--- src/rtl/tone_sequencer.sv ---
`default_nettype none
// ============================================================================
//  Module      : tone_sequencer
//  Description : Steps through a small note table of (scale_factor, duration)
//                entries and drives the shared clock_scale divider's
//                scale_factor and reset inputs for tone playback.
//                A scale_factor of 0 is a rest (divider held in reset); a
//                duration of 0 marks the end of the sequence.
//
//  Ports
//    clk          in  system clock
//    rst          in  synchronous, active-high reset
//    wr_en        in  table write strobe
//    wr_addr      in  table write index
//    wr_sf        in  scale_factor for the entry (0 = rest)
//    wr_dur       in  duration in ticks (0 = end-of-sequence marker)
//    start        in  begin playback at entry 0 (ignored while busy)
//    stop         in  abort playback (ignored while idle)
//    loop_en      in  wrap to entry 0 after the last entry
//    scale_factor out divider scale_factor
//    div_rst      out divider reset (high = divider held, output low)
//    busy         out high whenever not idle
//    step_idx     out index of the entry being played
//    done         out 1-cycle pulse when the sequence ends or is stopped
//
//  Build option
//    TONE_SEQ_GAP_EN : when defined, every note-to-note advance (including
//                      the loop wrap) passes through a one-tick silent GAP.
//
//  Revision    : 1.0  initial release
// ============================================================================
module tone_sequencer #(
    parameter int DEPTH    = 8,
    parameter int SF_W     = 11,
    parameter int DUR_W    = 8,
    parameter int TICK_DIV = 1000
) (
    input  logic                     clk,
    input  logic                     rst,
    input  logic                     wr_en,
    input  logic [$clog2(DEPTH)-1:0] wr_addr,
    input  logic [SF_W-1:0]          wr_sf,
    input  logic [DUR_W-1:0]         wr_dur,
    input  logic                     start,
    input  logic                     stop,
    input  logic                     loop_en,
    output logic [SF_W-1:0]          scale_factor,
    output logic                     div_rst,
    output logic                     busy,
    output logic [$clog2(DEPTH)-1:0] step_idx,
    output logic                     done
);

    localparam int c_AW = $clog2(DEPTH);
    localparam int c_PW = $clog2(TICK_DIV);

    localparam logic [c_PW-1:0]  c_PS_LAST  = c_PW'(TICK_DIV - 1);
    localparam logic [c_AW-1:0]  c_IDX_LAST = c_AW'(DEPTH - 1);
    localparam logic [c_AW-1:0]  c_IDX_ONE  = c_AW'(1);
    localparam logic [DUR_W-1:0] c_DUR_ONE  = DUR_W'(1);

    localparam logic [1:0] c_ST_IDLE = 2'd0;
    localparam logic [1:0] c_ST_LOAD = 2'd1;
    localparam logic [1:0] c_ST_PLAY = 2'd2;
`ifdef TONE_SEQ_GAP_EN
    localparam logic [1:0] c_ST_GAP  = 2'd3;
`endif

    // ------------------------------------------------------------------------
    // Note table: not reset, writable in any state. The playing entry is only
    // sampled in LOAD, so a rewrite takes effect on the entry's next play.
    // ------------------------------------------------------------------------
    logic [SF_W+DUR_W-1:0] r_table [DEPTH];

    always_ff @(posedge clk) begin
        if (wr_en) begin
            r_table[wr_addr] <= {wr_sf, wr_dur};
        end
    end

    // ------------------------------------------------------------------------
    // Registered state and outputs
    // ------------------------------------------------------------------------
    logic [1:0]       r_state;
    logic [SF_W-1:0]  r_sf;
    logic             r_div_rst;
    logic             r_busy;
    logic [c_AW-1:0]  r_step_idx;
    logic             r_done;
    logic [c_PW-1:0]  r_prescaler;
    logic [DUR_W-1:0] r_dur_cnt;

    logic [1:0]       w_state_nxt;
    logic [SF_W-1:0]  w_sf_nxt;
    logic             w_div_rst_nxt;
    logic             w_busy_nxt;
    logic [c_AW-1:0]  w_idx_nxt;
    logic             w_done_nxt;
    logic [c_PW-1:0]  w_ps_nxt;
    logic [DUR_W-1:0] w_dur_nxt;

    logic [SF_W+DUR_W-1:0] w_entry;
    logic [SF_W-1:0]       w_entry_sf;
    logic [DUR_W-1:0]      w_entry_dur;
    logic                  w_tick;

    assign w_entry     = r_table[r_step_idx];
    assign w_entry_sf  = w_entry[SF_W+DUR_W-1:DUR_W];
    assign w_entry_dur = w_entry[DUR_W-1:0];
    assign w_tick      = (r_prescaler == c_PS_LAST);

    always_comb begin
        w_state_nxt = r_state;
        w_sf_nxt    = r_sf;
        w_idx_nxt   = r_step_idx;
        w_ps_nxt    = r_prescaler;
        w_dur_nxt   = r_dur_cnt;
        w_done_nxt  = 1'b0;

        case (r_state)
            c_ST_IDLE: begin
                if (start) begin
                    w_state_nxt = c_ST_LOAD;
                    w_idx_nxt   = '0;
                end
            end

            c_ST_LOAD: begin
                if (stop || (w_entry_dur == '0)) begin
                    w_state_nxt = c_ST_IDLE;
                    w_done_nxt  = 1'b1;
                end else begin
                    w_state_nxt = c_ST_PLAY;
                    w_sf_nxt    = w_entry_sf;
                    w_dur_nxt   = w_entry_dur;
                    w_ps_nxt    = '0;
                end
            end

            c_ST_PLAY: begin
                if (stop) begin
                    w_state_nxt = c_ST_IDLE;
                    w_done_nxt  = 1'b1;
                end else begin
                    w_ps_nxt = w_tick ? '0 : r_prescaler + 1'b1;
                    if (w_tick) begin
                        w_dur_nxt = r_dur_cnt - c_DUR_ONE;
                        if (r_dur_cnt == c_DUR_ONE) begin
                            if ((r_step_idx != c_IDX_LAST) || loop_en) begin
`ifdef TONE_SEQ_GAP_EN
                                w_state_nxt = c_ST_GAP;
`else
                                // Index wraps to 0 naturally: DEPTH is a power of 2.
                                w_state_nxt = c_ST_LOAD;
                                w_idx_nxt   = r_step_idx + c_IDX_ONE;
`endif
                            end else begin
                                w_state_nxt = c_ST_IDLE;
                                w_done_nxt  = 1'b1;
                            end
                        end
                    end
                end
            end

`ifdef TONE_SEQ_GAP_EN
            // One silent tick; the index advances on the way out so step_idx
            // keeps naming the note that just finished.
            c_ST_GAP: begin
                if (stop) begin
                    w_state_nxt = c_ST_IDLE;
                    w_done_nxt  = 1'b1;
                end else begin
                    w_ps_nxt = w_tick ? '0 : r_prescaler + 1'b1;
                    if (w_tick) begin
                        w_state_nxt = c_ST_LOAD;
                        w_idx_nxt   = r_step_idx + c_IDX_ONE;
                    end
                end
            end
`endif

            default: begin
                w_state_nxt = c_ST_IDLE;
            end
        endcase

        // Divider outputs follow the state being entered so that every output
        // is a plain register: silent everywhere except PLAY of a non-rest note.
        if (w_state_nxt == c_ST_IDLE) begin
            w_sf_nxt = '0;
        end
        w_div_rst_nxt = (w_state_nxt == c_ST_PLAY) ? (w_sf_nxt == '0) : 1'b1;
        w_busy_nxt    = (w_state_nxt != c_ST_IDLE);
    end

    always_ff @(posedge clk) begin
        if (rst) begin
            r_state     <= c_ST_IDLE;
            r_sf        <= '0;
            r_div_rst   <= 1'b1;
            r_busy      <= 1'b0;
            r_step_idx  <= '0;
            r_done      <= 1'b0;
            r_prescaler <= '0;
            r_dur_cnt   <= '0;
        end else begin
            r_state     <= w_state_nxt;
            r_sf        <= w_sf_nxt;
            r_div_rst   <= w_div_rst_nxt;
            r_busy      <= w_busy_nxt;
            r_step_idx  <= w_idx_nxt;
            r_done      <= w_done_nxt;
            r_prescaler <= w_ps_nxt;
            r_dur_cnt   <= w_dur_nxt;
        end
    end

    assign scale_factor = r_sf;
    assign div_rst      = r_div_rst;
    assign busy         = r_busy;
    assign step_idx     = r_step_idx;
    assign done         = r_done;

endmodule
`default_nettype wire

--- config.mk ---
export PLATFORM = sky130hd
export DESIGN_NAME = tone_sequencer
export DESIGN_NICKNAME = d
export VERILOG_FILES = /design/src/rtl/tone_sequencer.sv
export SDC_FILE = /design/constraint.sdc
export NUM_CORES = 1
export LEC_CHECK = 0
export ABC_AREA = 1
export ABC_CLOCK_PERIOD_IN_PS = 3200
export CAP_MARGIN = 10
export CORE_UTILIZATION = 45
export CTS_CLUSTER_DIAMETER = 120
export DETAILED_ROUTE_END_ITERATION = 16
export GPL_ROUTABILITY_DRIVEN = 0
export GPL_TIMING_DRIVEN = 0
export PLACE_DENSITY = 0.7
export SLEW_MARGIN = 40
export SYNTH_ARGS = -nofsm -noshare
export SYNTH_HDL_FRONTEND = slang
export SYNTH_SLANG_ARGS = --single-unit
export TNS_END_PERCENT = 20
--- constraint.sdc ---
create_clock -name clk -period 3.2 [get_ports clk]
set_clock_uncertainty 0.15 [all_clocks]
set_input_delay 0.32 -clock clk [delete_from_list [all_inputs] [get_ports clk]]
set_output_delay 0.32 -clock clk [all_outputs]
set_load 0.02 [all_outputs]
# Word level (Yosys, flattened, before mapping)
# Memory sizes are Yosys's and may differ from the RTL's. A register that Yosys moved wholly into a read port is not among the register bits.
# Cells that the tools add are included.
# word_totals
out_inout_bits,17
mem_count,1
regBits,37
ramBits,152
wordCells,72
input_bits,28
# memory_table
name,words,width,read_ports,rd_clocked_by_memory_dff,write_ports,line,source
r_table,8,19,1,1,1,73,logic [SF_W+DUR_W-1:0] r_table [DEPTH];
# op_classes
n_reduce_logical,13
eq_ne,12
n_bitwise,1
addsub,3
muxes,34
# ops
cell,n
2-to-1 mux 11 bit,3
2-to-1 mux 10 bit,3
2-to-1 mux 8 bit,3
2-to-1 mux 3 bit,7
one-hot mux 10 bit (2 select lines),1
one-hot mux 8 bit (2 select lines),1
inequality test 2 bit (second input constant),6
logical NOT 11 bit,1
adder 10 x 1 -> 10 bit (second input constant),1
== test 10 bit (second input constant),1
2-to-1 mux 2 bit,5
== test 8 x 1 -> 1 bit (second input constant),1
logical NOT 8 bit,1
2-to-1 mux 1 bit,8
subtractor 8 x 1 -> 8 bit (second input constant),1
one-hot mux 2 bit (3 select lines),1
one-hot mux 3 bit (2 select lines),1
AND reduction 6 bit,1
nonzero test 2 bit,3
== test 2 bit (second input constant),2
logical NOT 2 bit,2
AND reduction 4 bit,1
adder 3 x 1 -> 3 bit (second input constant),1
inequality test 3 bit (second input constant),1
6 further kinds,7

# Depth between registers and ports, before layout
# depth
ltp_word,10
mapped_depth,19
mapped_depth_nobuf,16

# Worst setup path before layout
# No wires, ideal clock.
# synth_path
path_type,flip-flop to flip-flop
startpoint,register r_state[0]
endpoint,register r_sf[0] (netlist: scale_factor[0])
path_buffers,2
setup_time_ns,0.064
path_stages_with_launch,15
period_less_slack_ns,1.931
arrival_time_ns,1.717
setup_slack_ns,1.269
path_cell_list,dfxtp_1 > inv_1 > ha_1 > buf_2 > clkinv_1 > nor2_1 > nand2_1 > o211ai_1 > nand2_1 > inv_1 > nand2_1 > inv_1 > nor2_2 > buf_6 > nor2_1
# synth_between
elab_chain_len,6
elab_cells_between_ends,11
classes_between,eq/ne: 2; mux: 7; reduce/logical: 2
# synth_rtl
item,line,source
"start, declared",84,logic [1:0] r_state;
"start signal, assigned",199,r_state <= c_ST_IDLE;
"start signal, assigned",208,r_state <= w_state_nxt;
2-to-1 mux 2 bit,148,if (r_dur_cnt == c_DUR_ONE) begin
2-to-1 mux 2 bit,146,if (w_tick) begin
2-to-1 mux 2 bit,141,if (stop) begin
one-hot mux 2 bit (3 select lines),120,case (r_state)
logical NOT 2 bit,190,if (w_state_nxt == c_ST_IDLE) begin
2-to-1 mux 11 bit *,190,
"end signal, assigned",209,r_sf <= w_sf_nxt;
"end, declared",85,logic [SF_W-1:0] r_sf;
# Mark *: on every way between the ends. The rest lies on a longest branch, timed or not.
# A chain may end at the register's enable or synchronous reset.

==> summary.md <==
| Metric | Value |
|---|---|
| Antenna diode count | `0` |
| FF-to-FF path depth | `10` |
| Share of the synthesized area in the top cell type | `between 50% and 60%` |
| Final setup TNS | `0 ns` |
| Post-route DRC violation count | `0` |
| Worst slew margin | `49.6%` |
| Synth area leaders | `edfxtp_1, nand2_1, dfxtp_1, nand3_1, inv_1` |
| Drt pass-1 iters | `6` |
| Hold Buf Count CTS | `0` |
| Final core utilization | `55.0%` |
| Max Fanout on Critical Path | `10` |
| RSZ-0062 raised after global routing | `no` |
| Synth Register Bits | `192` |
| Area grow syn2layout | `19.5%` |
| CP Data Arrival Time | `2.86 ns` |
| Cell row count | `between 40 and 50` |
| Final hold violation count | `0` |
| CTS tree | `done` |
| Via density | `5.25` |
| Reg clk slew, reported paths | `0.07 ns` |
| CP startpoint kind | `register` |
| Largest net degree at the start of global routing | `21` |
| Clock Sinks | `192` |
| First-pass GRT wire length | `28900 microns` |
| DR iter-0 viols | `579` |
| Leak pwr | `3.88 nW` |
| CTS max path bufs | `2` |
| Sequential fraction of the synthesis area | `64.7%` |
| Port Buffer Count | `43` |
| Wire per inst | `16.5 microns` |
| Final worst path period share | `just over 80%` |
| Layout fillers | `~1500` |
| Min cycle time layout | `between 2 and 3 ns` |
| Pre-CTS setup slack | `0.667 ns` |
| Number of top-level pins | `45` |
| Min-Delay Path Depth | `2` |
| CTS buffer count | `17` |
| DRT antenna net count | `0` |
| Synth warnings | `0` |
| Die Width | `138 microns` |
| Post-layout power | `between 5 and 6 mW` |
| Synth top cells by count | `nand2_1, edfxtp_1, inv_1` |
| Setup slack after layout | `0.569 ns` |
| H-tree levels | `4` |
| Biggest area consumer among synthesized cells | `edfxtp_1` |
| Cell area power density | `588 mW/mm^2` |
| Async set or reset register ratio after synthesis | `0%` |
| Layout cells sized above 1 | `8.99%` |
| Postcts setup bufs | `0` |
| Root Driver | `clkbuf_16` |
| Die area | `0.0190 sq mm` |
| Post-synthesis area per instance | `around 10 sq um` |
| VDD IR max | `431 uV` |
| Category of the worst setup path capture point | `register` |
| Count of pins over their slew limit | `0` |
| Most common cell in the netlist | `nand2_1` |
| Via count | `5994` |
| Mapped Area | `roughly 0.0083 sq mm` |
| Number of global-route vias before repair | `5467` |
| Status | `completed` |
| WL final | `18800 microns` |
| WS Path Type | `reg -> reg` |
| Post-synth top flop | `edfxtp_1` |
| Synth Instances | `829` |
| Final setup viols | `0` |
| Post-synth EDFFs | `152` |
| Clk Latency, worst-skew pair | `~0.44 ns` |
| CTS resizes | `0` |
| Congestion Overflow GR | `0` |
| Syn nets | `866` |
| Netlist cell types | `41` |
| Fin Hold WS | `approximately 0.11 ns` |
| Fmax | `~0.38 GHz` |
| Final #Nets | `between 900 and 1000` |
| Worst hold path class | `in -> reg` |
| Req. time, crit path | `3.43 ns` |
| Antenna violations before repair | `0` |
| Worst-Margin Slew | `0.756 ns` |
| GRT Total Usage | `21.1%` |
| Max_cap viols | `0` |
| Post-DP HPWL | `12000 microns` |
| Initial core utilization | `between 40% and 50%` |
| Die height | `between 100 and 150 microns` |
| Core ar. | `0.0180 sq mm` |
==> kinds of logic (layout without fill, tap and decap cells) <==
family                     count (synthesis)  in the layout  synth area share [%]
and+or+nand+nor                          405            405                  20.5
DFF                                      192            192                  64.7
buffers and inverters                    135            218                  6.96
AOI/OAI and AO/OA                         82             82                  5.86
adders and majority gates                  9              9                  1.36
xor gates and xnor gates                   6              6                 0.634
==> metrics by stage <==
| stage | cell area (sq um) | cells |
|---|---|---|
| detailed placement | 9250 | 1109 |
| global route | 9910 | 1141 |
| floorplan | 8290 | 829 |
| CTS | 9910 | 1141 |
| global placement | 9010 | 1101 |
| finish | 9910 | 1141 |
==> flip-flops by register name (all words and copies together) (netlist names), named ones only <==
signal        flops
busy              1
div_rst           1
done              1
r_dur_cnt         8
r_prescaler      10
r_state           2
r_table         152
scale_factor     11
step_idx          3
==> per-layer routing <==
metal / GRT usage [%] / wire length (microns) / vias up
met3: 5.04 / 1490 / 31
met4: 8.09 / 298 / 0
met1: 28.9 / 8480 / 2791
met2: 32.3 / 8510 / 248
met5: 0 / 0 / -
li1: - / - / 2924
==> final timing paths <==
path / startpoint / to / slack, ns
max reg2reg: register / div_rst$_SDFF_PP1_ / 0.57
max: register / div_rst$_SDFF_PP1_ / 0.57
min: rst / done$_SDFF_PP0_ / 0.11
min reg2reg: r_prescaler[9]$_SDFFE_PP0P_ / r_prescaler[9]$_SDFFE_PP0P_ / 0.35
==> final cells by class <==
cell class / count / area [sq um] / share of cell area [%]
Inverter: 96 / 364 / 3.67
Multi-Input combinational cell: 502 / 2410 / 24.3
Buffer: 39 / 213 / 2.15
Sequential cell: 192 / 5370 / 54.1
Tap cell: 229 / 287 / 2.89
Timing Repair Buffer: 51 / 613 / 6.19
Clock inverter: 15 / 233 / 2.35
Clock buffer: 17 / 425 / 4.29
==> placed cells by master, fill, tap and decap left out, types with 5 or more instances in the layout <==
cell type	Yosys	final
clkbuf_16	0	17
xor2_1	5	5
nor2_1	67	59
dfxtp_1	40	40
edfxtp_1	152	152
ha_1	9	9
a32oi_1	9	9
clkbuf_1	17	17
nor2_4	0	8
buf_2	8	8
o21ai_0	23	23
nand4_1	14	14
nand3_1	77	77
nor3_1	5	5
inv_1	90	90
buf_6	5	5
nand2_1	232	232
buf_4	5	5
inv_6	0	5
clkdlybuf4s50_1	0	43
buf_16	0	5
a21oi_1	32	32
==> report_power, final <==
| group | internal [mW] | leakage (nW) | switching, mW |
|---|---|---|---|
| clock | 1.29 | 0.321 | 1.02 |
| sequential | 2.79 | 1.71 | 0.0430 |
| combinational | 0.237 | 1.85 | 0.450 |
==> critical path: stages (launching register included) <==
cell,delay (ns)
dfxtp_1,0.37
clkbuf_1,0.48
clkbuf_1,0.48
a21oi_1,0.10
a32oi_1,0.39
nand4_1,0.17
nand2_1,0.12
nand2_1,0.08
nor2_1,0.09
nand3_1,0.08
nand2_1,0.06
Note: power is estimated with default switching activity, not from simulation.
